===== src/rtl/fb_scanout_pkg.sv =====
// rtl/fb_scanout_pkg.sv - shared constants and types for the frame-buffer scanout path
package fb_scanout_pkg;

  localparam int H_ACTIVE_DEF = 640;
  localparam int H_FP_DEF     = 16;
  localparam int H_SYNC_DEF   = 96;
  localparam int H_BP_DEF     = 48;
  localparam int V_ACTIVE_DEF = 480;
  localparam int V_FP_DEF     = 10;
  localparam int V_SYNC_DEF   = 2;
  localparam int V_BP_DEF     = 33;

  localparam int H_TOTAL = H_ACTIVE_DEF + H_FP_DEF + H_SYNC_DEF + H_BP_DEF;
  localparam int V_TOTAL = V_ACTIVE_DEF + V_FP_DEF + V_SYNC_DEF + V_BP_DEF;

  localparam int FB_ADDR_W = 19;
  localparam int COLOR_W   = 6;
  localparam int CH_W      = 2;
  localparam int R_LSB     = 4;
  localparam int G_LSB     = 2;
  localparam int B_LSB     = 0;

  typedef struct packed {
    logic active;
    logic hsync;
    logic vsync;
  } raster_sig_t;

  // Blanked, syncs idle: what the pins show before any pixel has come through.
  localparam raster_sig_t RASTER_IDLE = '{active: 1'b0, hsync: 1'b1, vsync: 1'b1};

endpackage


===== src/rtl/fb_scanout_controller_timing.sv =====
// rtl/fb_scanout_controller_timing.sv - pixel-tick divider and raster counters with raw sync/active decode
module vga_timing_counter
  import fb_scanout_pkg::*;
#(
  parameter int H_ACTIVE = H_ACTIVE_DEF,
  parameter int H_FP     = H_FP_DEF,
  parameter int H_SYNC   = H_SYNC_DEF,
  parameter int H_BP     = H_BP_DEF,
  parameter int V_ACTIVE = V_ACTIVE_DEF,
  parameter int V_FP     = V_FP_DEF,
  parameter int V_SYNC   = V_SYNC_DEF,
  parameter int V_BP     = V_BP_DEF,
  parameter int CLK_DIV  = 2
) (
  input  logic        clk,
  input  logic        rst_n,
  input  logic        enable,
  output logic        tick,
  output raster_sig_t raw,
  output logic        frame_start,
  output logic        wrap
);

  localparam int HT = H_ACTIVE + H_FP + H_SYNC + H_BP;
  localparam int VT = V_ACTIVE + V_FP + V_SYNC + V_BP;
  localparam int HW = $clog2(HT);
  localparam int VW = $clog2(VT);
  localparam int DW = (CLK_DIV > 1) ? $clog2(CLK_DIV) : 1;

  localparam logic [DW-1:0] DIV_LAST = DW'(CLK_DIV - 1);
  localparam logic [HW-1:0] H_LAST   = HW'(HT - 1);
  localparam logic [HW-1:0] H_ACT    = HW'(H_ACTIVE);
  localparam logic [HW-1:0] HS_BEG   = HW'(H_ACTIVE + H_FP);
  localparam logic [HW-1:0] HS_END   = HW'(H_ACTIVE + H_FP + H_SYNC);
  localparam logic [VW-1:0] V_LAST   = VW'(VT - 1);
  localparam logic [VW-1:0] V_ACT    = VW'(V_ACTIVE);
  localparam logic [VW-1:0] VS_BEG   = VW'(V_ACTIVE + V_FP);
  localparam logic [VW-1:0] VS_END   = VW'(V_ACTIVE + V_FP + V_SYNC);

  logic [DW-1:0] div;
  logic [HW-1:0] h_cnt;
  logic [VW-1:0] v_cnt;

  assign tick = enable && (div == DIV_LAST);

  always_ff @(posedge clk or negedge rst_n) begin
    if (!rst_n) begin
      div   <= '0;
      h_cnt <= '0;
      v_cnt <= '0;
    end else if (!enable) begin
      div   <= '0;
      h_cnt <= '0;
      v_cnt <= '0;
    end else if (tick) begin
      div <= '0;
      if (h_cnt == H_LAST) begin
        h_cnt <= '0;
        v_cnt <= (v_cnt == V_LAST) ? '0 : v_cnt + 1'b1;
      end else begin
        h_cnt <= h_cnt + 1'b1;
      end
    end else begin
      div <= div + 1'b1;
    end
  end

  assign raw = '{active: (h_cnt < H_ACT) && (v_cnt < V_ACT),
                 hsync:  !((h_cnt >= HS_BEG) && (h_cnt < HS_END)),
                 vsync:  !((v_cnt >= VS_BEG) && (v_cnt < VS_END))};

  assign frame_start = tick && (h_cnt == '0) && (v_cnt == '0);
  assign wrap        = tick && (h_cnt == H_LAST) && (v_cnt == V_LAST);

endmodule


===== src/rtl/fb_scanout_controller.sv =====
// rtl/fb_scanout_controller.sv - raster-order frame-buffer reader driving aligned VGA pins
module fb_scanout_controller
  import fb_scanout_pkg::*;
#(
  parameter int H_ACTIVE = H_ACTIVE_DEF,
  parameter int H_FP     = H_FP_DEF,
  parameter int H_SYNC   = H_SYNC_DEF,
  parameter int H_BP     = H_BP_DEF,
  parameter int V_ACTIVE = V_ACTIVE_DEF,
  parameter int V_FP     = V_FP_DEF,
  parameter int V_SYNC   = V_SYNC_DEF,
  parameter int V_BP     = V_BP_DEF,
  parameter int CLK_DIV  = 2,
  parameter int RD_LAT   = 1
) (
  input  logic                 clk,
  input  logic                 rst,
  input  logic                 enable,
  output logic                 fb_rd_en,
  output logic [FB_ADDR_W-1:0] fb_rd_addr,
  input  logic [COLOR_W-1:0]   fb_rd_data,
  output logic                 hsync,
  output logic                 vsync,
  output logic                 blank_n,
  output logic [CH_W-1:0]      vga_r,
  output logic [CH_W-1:0]      vga_g,
  output logic [CH_W-1:0]      vga_b,
  output logic                 frame_start
);

  logic        tick;
  logic        tc_frame_start;
  logic        wrap;
  raster_sig_t raw;
  raster_sig_t dly [RD_LAT];

  vga_timing_counter #(
    .H_ACTIVE(H_ACTIVE), .H_FP(H_FP), .H_SYNC(H_SYNC), .H_BP(H_BP),
    .V_ACTIVE(V_ACTIVE), .V_FP(V_FP), .V_SYNC(V_SYNC), .V_BP(V_BP),
    .CLK_DIV(CLK_DIV)
  ) u_timing (
    .clk         (clk),
    .rst_n       (rst),
    .enable      (enable),
    .tick        (tick),
    .raw         (raw),
    .frame_start (tc_frame_start),
    .wrap        (wrap)
  );

  // With CLK_DIV=1 the tick is live while reset is held, so the strobes are gated by reset too.
  assign fb_rd_en    = rst && tick && raw.active;
  assign frame_start = rst && tc_frame_start;

  always_ff @(posedge clk or negedge rst) begin
    if (!rst) begin
      fb_rd_addr <= '0;
    end else if (!enable) begin
      fb_rd_addr <= '0;
    end else if (tick) begin
      if (wrap)            fb_rd_addr <= '0;
      else if (raw.active) fb_rd_addr <= fb_rd_addr + 1'b1;
    end
  end

  always_ff @(posedge clk or negedge rst) begin
    if (!rst) begin
      for (int i = 0; i < RD_LAT; i++) dly[i] <= RASTER_IDLE;
    end else if (!enable) begin
      for (int i = 0; i < RD_LAT; i++) dly[i] <= RASTER_IDLE;
    end else if (tick) begin
      dly[0] <= raw;
      for (int i = 1; i < RD_LAT; i++) dly[i] <= dly[i-1];
    end
  end

  // Pins load on the tick the read data returns, so sync, blank and colour change together.
  always_ff @(posedge clk or negedge rst) begin
    if (!rst) begin
      hsync   <= 1'b1;
      vsync   <= 1'b1;
      blank_n <= 1'b0;
      vga_r   <= '0;
      vga_g   <= '0;
      vga_b   <= '0;
    end else if (!enable) begin
      hsync   <= 1'b1;
      vsync   <= 1'b1;
      blank_n <= 1'b0;
      vga_r   <= '0;
      vga_g   <= '0;
      vga_b   <= '0;
    end else if (tick) begin
      hsync   <= dly[RD_LAT-1].hsync;
      vsync   <= dly[RD_LAT-1].vsync;
      blank_n <= dly[RD_LAT-1].active;
      if (dly[RD_LAT-1].active) begin
        vga_r <= fb_rd_data[R_LSB +: CH_W];
        vga_g <= fb_rd_data[G_LSB +: CH_W];
        vga_b <= fb_rd_data[B_LSB +: CH_W];
      end else begin
        vga_r <= '0;
        vga_g <= '0;
        vga_b <= '0;
      end
    end
  end

endmodule


===== config.mk =====
export PLATFORM = sky130hd
export DESIGN_NAME = fb_scanout_controller
export DESIGN_NICKNAME = d
export VERILOG_FILES = /design/src/rtl/fb_scanout_pkg.sv /design/src/rtl/fb_scanout_controller_timing.sv /design/src/rtl/fb_scanout_controller.sv
export SDC_FILE = /design/constraint.sdc
export NUM_CORES = 1
export LEC_CHECK = 0
export ABC_AREA = 0
export BUFFER_PORTS_ARGS = -buffer_cell sky130_fd_sc_hd__buf_2
export CORE_ASPECT_RATIO = 0.9
export CORE_MARGIN = 10
export CORE_UTILIZATION = 49
export DETAILED_ROUTE_END_ITERATION = 16
export PLACE_DENSITY_LB_ADDON = 0.12
export SYNTH_ARGS = -nofsm -noshare
export SYNTH_HDL_FRONTEND = slang
export SYNTH_SLANG_ARGS = --single-unit

===== constraint.sdc =====
create_clock -name clk -period 2.7 [get_ports clk]
set_clock_uncertainty 0.05 [all_clocks]
set_input_delay 0.54 -clock clk [delete_from_list [all_inputs] [get_ports clk]]
set_output_delay 0.54 -clock clk [all_outputs]
set_load 0.01 [all_outputs]

==> After elaboration in Yosys (flattened, before gate mapping) <==
Cells that the tools add are included.
{ "totals": {"word_cells": 75, "ff_bits": 52} }
{ "classes": {"n_eq_ne": 5, "add_sub_neg": 4, "n_lt_le_gt_ge": 6, "muxes": 30, "n_reduce_logical": 17} }
{ "ops": {"columns": ["cell", "count"], "rows": [
  ["$mux W19", 4],
  ["$mux W10", 7],
  ["$add A10 B1 Y10 const B", 2],
  ["$eq A10 B10 Y1 const B", 2],
  ["$logic_not A10 Y1", 2],
  ["$lt A10 B10 Y1 const B", 2],
  ["$lt A10 B9 Y1 const B", 2],
  ["$add A19 B1 Y19 const B", 1],
  ["$mux W2", 9],
  ["$logic_and A1 B1 Y1", 11],
  ["$ge A10 B10 Y1 const B", 1],
  ["$ge A10 B9 Y1 const B", 1],
  ["$mux W1", 8],
  ["$mux W3", 2],
  ["$ne A2 B1 Y1 const B", 2],
  ["$reduce_and A2 Y1", 2],
  ["$ne A3 B1 Y1 const B", 1],
  ["$logic_not A1 Y1", 2],
  ["$add A1 B1 Y1 const B", 1]
]} }

==> Longest topological paths before layout <==
{ "logic_depth": {"word_depth": 6, "depth_mapped": 8} }

==> Modules after synthesis <==
From an unflattened synthesis, not the netlist that was laid out.
{ "hier_totals": {"hier_cells": 298, "area_unflattened_um2": 2832.7} }
{ "by_module_without_submodules": {"columns": ["mod", "instances", "area_per_inst_um2", "cells_per_inst"], "rows": [
  ["fb_scanout_controller", 1, 1527.7, 155],
  ["vga_timing_counter", 1, 1305.0, 143]
]} }

==> Worst setup path before layout <==
No wires, ideal clock.
{ "synth_timing": {"path_kind": "input to output", "start": "input port enable", "end": "output port fb_rd_en", "t_arrival_ns": 1.878, "slack_ns": 0.232, "required_ns": 2.110, "stages": 5, "path_buffers": 2, "cell_sequence": "buf_2 nand2_1 nor4_2 clkbuf_1 and2_1"} }
{ "synth_between": {"elab_chain_cells": 3} }
{ "synth_rtl": {"columns": ["element", "line", "rtl"], "rows": [
  ["start: declaration", "fb_scanout_controller.sv:18", "input logic enable,"],
  ["$logic_and A1 B1 Y1", "fb_scanout_controller_timing.sv:44", "assign tick = enable && (div == DIV_LAST);"],
  ["$logic_and A1 B1 Y1 (2 in a row)", "fb_scanout_controller.sv:52", "assign fb_rd_en = rst && tick && raw.active;"],
  ["end: declaration", "fb_scanout_controller.sv:19", "output logic fb_rd_en,"]
]} }
No other way between the ends.

==> Worst setup path in the final report <==
{ "layout_timing": {"start": "register u_timing.v_cnt[2]", "end": "output port frame_start"} }
{ "layout_between": {"elab_chain_cells": 3} }
{ "layout_rtl": {"columns": ["element", "line", "rtl"], "rows": [
  ["start: declaration", "fb_scanout_controller_timing.sv:42", "logic [VW-1:0] v_cnt;"],
  ["start signal: assignment", "fb_scanout_controller_timing.sv:59", "v_cnt <= (v_cnt == V_LAST) ? '0 : v_cnt + 1'b1;"],
  ["$logic_not A10 Y1", "fb_scanout_controller_timing.sv:72", "assign frame_start = tick && (h_cnt == '0) && (v_cnt == '0);"],
  ["$logic_and A1 B1 Y1", "fb_scanout_controller_timing.sv:72", null],
  ["$logic_and A1 B1 Y1", "fb_scanout_controller.sv:53", "assign frame_start = rst && tc_frame_start;"],
  ["end: declaration", "fb_scanout_controller.sv:28", "output logic frame_start"]
]} }
No other way between the ends.

==> results_dict.tcl <==
set metrics [dict create \
    placed_cells 412 \
    synth_flop_cell "dfrtp_1" \
    drc 0 \
    start_kind "flop" \
    routed_wl_um 7209 \
    num_vias 2570 \
    hp-class "in2async" \
    clk_latency_ns 0.30 \
    reg2reg_slack_ns 0.26 \
    viasPerCell 6.090 \
    grt_pass1_vias 2345 \
    slowest_delay_ns 0.51 \
    dpl.hpwl_um 5162 \
    ys_ff_latch 52 \
    cts.sinks 52 \
    ys_types 57 \
    synth_top_family_by_area "simple AND/OR/NAND/NOR gates" \
    antenna_found_initial 0 \
    clockRootBuffer "clkbuf_8" \
    cts_buffers 5 \
    synth_top_area_share 0.4122 \
    ys_seq_area_frac 0.4483 \
    cp_data_required_time_ns 2.11 \
    final.setup.tns_ns 0 \
    worstPathArrival_ns 2.00 \
    synthMuxAreaShare 0.01760 \
    critPathKind "reg2out" \
    yosysTopAreaCell "dfrtp_1" \
    antenna_cells 0 \
    timing.final.crit_share 0.9592 \
    synthesis.nets 327 \
    slew_headroom 0.5650 \
    crit_fanout 5 \
    htree_levels 2 \
    maxCapViolCount 0 \
    worst_path_most_repeated_cell "or4_1" \
    row_count 26 \
    synth.avg_cell_area_um2 9.310 \
    path_clk_slew_ns 0.10 \
    fin_cells 422 \
    grtUsageTotal 0.1572 \
    ant_nets 0 \
    first_pass_iters 4 \
    place_congestion 0.8602 \
    hold_viol_final 0 \
    io_pins 39 \
    gr-total-overflow 0 \
    setup_viol 0 \
    dieArea_um2 9436 \
    fillers 524 \
    ys_async_sr_fraction 1.000 \
    grt_max_degree 53 \
    synth_simple_gate_area_frac 0.2662 \
    slowest_stage "or4_1" \
    die_h_um 93.16 \
    critPathCaptureType "output port" \
    drt_iter0_drc 280 \
    synth_area_leaders "dfrtp_1, nand2_1, a31oi_1" \
    slew_violations 0 \
    ys_top_cells_by_count "dfrtp_1, nand2_1, nand3_1" \
    synth_xor_area_frac 0.01803 \
    start_util 0.5090 \
    status "complete, no violations" \
    synth_fa_ha_area_frac 0.02147 \
    synthCells 313 \
    synth_compound_area_frac 0.1932 \
    rsz0062_at_grt "no" \
    reg2reg_from "u_timing.v_cnt[4]" \
    port_buffers 38 \
    clockBufferDepth 2 \
    final_nets 365 \
    fmax_mhz 386.1 \
    die_x_um 101.3 \
    drive_gt1_frac 0.2017 \
    p_leak_nw 1.439 \
    reg2regPathDepth 4 \
    wl_per_cell_um 17.08 \
    synth-edff-count 0 \
    core_um2 5725 \
    p_per_area_nw_per_um2 430.5 \
    ir_worst_vdd_mv 0.2657 \
    synthesis.area_um2 2914 \
    worstMarginPinSlew_ns 0.6525 \
    regToRegEndpoint "fb_rd_addr[11]" \
    min_period_ns 2.590 \
    fin_total_pwr_mw 1.413 \
    cts_tree "done" \
    cp_cell_sequence "or4_1 -> or4_1 -> nor4_2 -> buf_2" \
    synth_most_common_cell "dfrtp_1" \
    syn2layout_area_growth_pct 12.62 \
    yosys_warnings 0 \
    grt_pass1_wl_um 12370 \
    cts_hold_buf 0 \
]
## logic make-up after synthesis
group / Yosys count
compound gates: 79
xor+xnor: 6
fa+ha+maj: 5
buf+inv: 24
flops: 52
mux: 5
simple gates: 142
## layout by cell type (no fill, tap or decap), types with 7 or more instances in the layout
master	instances
dfrtp_1	45
buf_2	38
nand2_1	33
nand3_1	21
nor2_1	18
a31oi_1	18
nand4_1	14
o21ai_0	11
nand2b_1	10
a21oi_1	10
inv_1	8
and3_1	8
buf_4	8
o31ai_1	7
## layer usage
| layer | global-route usage | up-vias | share of wire |
|---|---|---|---|
| met3 | 0.03385 | 2 | 0.080 |
| met1 | 0.2395 | 1219 | 0.48 |
| li1 | - | 1263 | - |
| met2 | 0.2162 | 86 | 0.43 |
| met4 | 0.04060 | 0 | 0.0040 |
| met5 | 0 | - | 0 |
## how the worst max path moves through the flow
| stage | depth (start not counted) | slack (ns) | from | end |
|---|---|---|---|---|
| global placement | 4 | 0.31 | u_timing.v_cnt[2] | frame_start |
| detailed placement | 4 | 0.29 | u_timing.v_cnt[4] | fb_rd_addr[18] |
| finish | 4 | 0.11 | u_timing.v_cnt[2] | frame_start |
| global route | 4 | 0.005 | u_timing.v_cnt[2] | frame_start |
| floorplan | 5 | 0.23 | enable | fb_rd_en |
| CTS | 4 | 0.03 | u_timing.v_cnt[2] | frame_start |
## power breakdown
| part | switching (mW) | internal (mW) | total (mW) |
|---|---|---|---|
| sequential | 0.0230 | 0.795 | 0.818 |
| combinational | 0.0913 | 0.0540 | 0.145 |
| clock | 0.264 | 0.185 | 0.450 |
| total | 0.379 | 1.03 | 1.41 |
## worst max-delay path, delay by kind of cell, from the launching register on
family                 cells  cell delay (ns)
buffers and inverters      1             0.17
flip-flops                 1             0.45
AND/OR/NAND/NOR            3             1.09
## repair_timing
item                                    4_1_cts  5_1_grt
pin swaps                                     0        0
setup buffers                                 0        2
resized for setup                             2        2
endpoints found under the setup margin        1        1
## stage by stage
step	setup slack, ns	util	hold slack [ns]	instance area [µm²]
floorplan	0.2319	-	0.1944	2914
global placement	0.3137	0.5533	0.4437	3168
detailed placement	0.2913	0.5533	0.4475	3168
CTS	0.03144	0.5701	0.4031	3264
global route	0.005447	0.5732	0.4307	3282
finish	0.1100	0.5732	0.3790	3282
## layout make-up
| type | instances | area, µm² | area share |
|---|---|---|---|
| Timing Repair Buffer | 46 | 250.2 | 0.07625 |
| Inverter | 9 | 33.78 | 0.01029 |
| Sequential cell | 52 | 1310 | 0.3992 |
| Multi-Input combinational cell | 237 | 1511 | 0.4605 |
| Clock inverter | 2 | 16.27 | 0.004956 |
| Tap cell | 70 | 87.58 | 0.02669 |
| Clock buffer | 6 | 72.57 | 0.02211 |
## state kept, by name, summed over array words and instances (netlist names)
name	flops
u_timing.v_cnt	10
hsync	1
blank_n	1
u_timing.div	1
dly	3
vga_g	2
fb_rd_addr	19
vga_r	2
vsync	1
vga_b	2
u_timing.h_cnt	10
(Power assumes the default switching activity.)
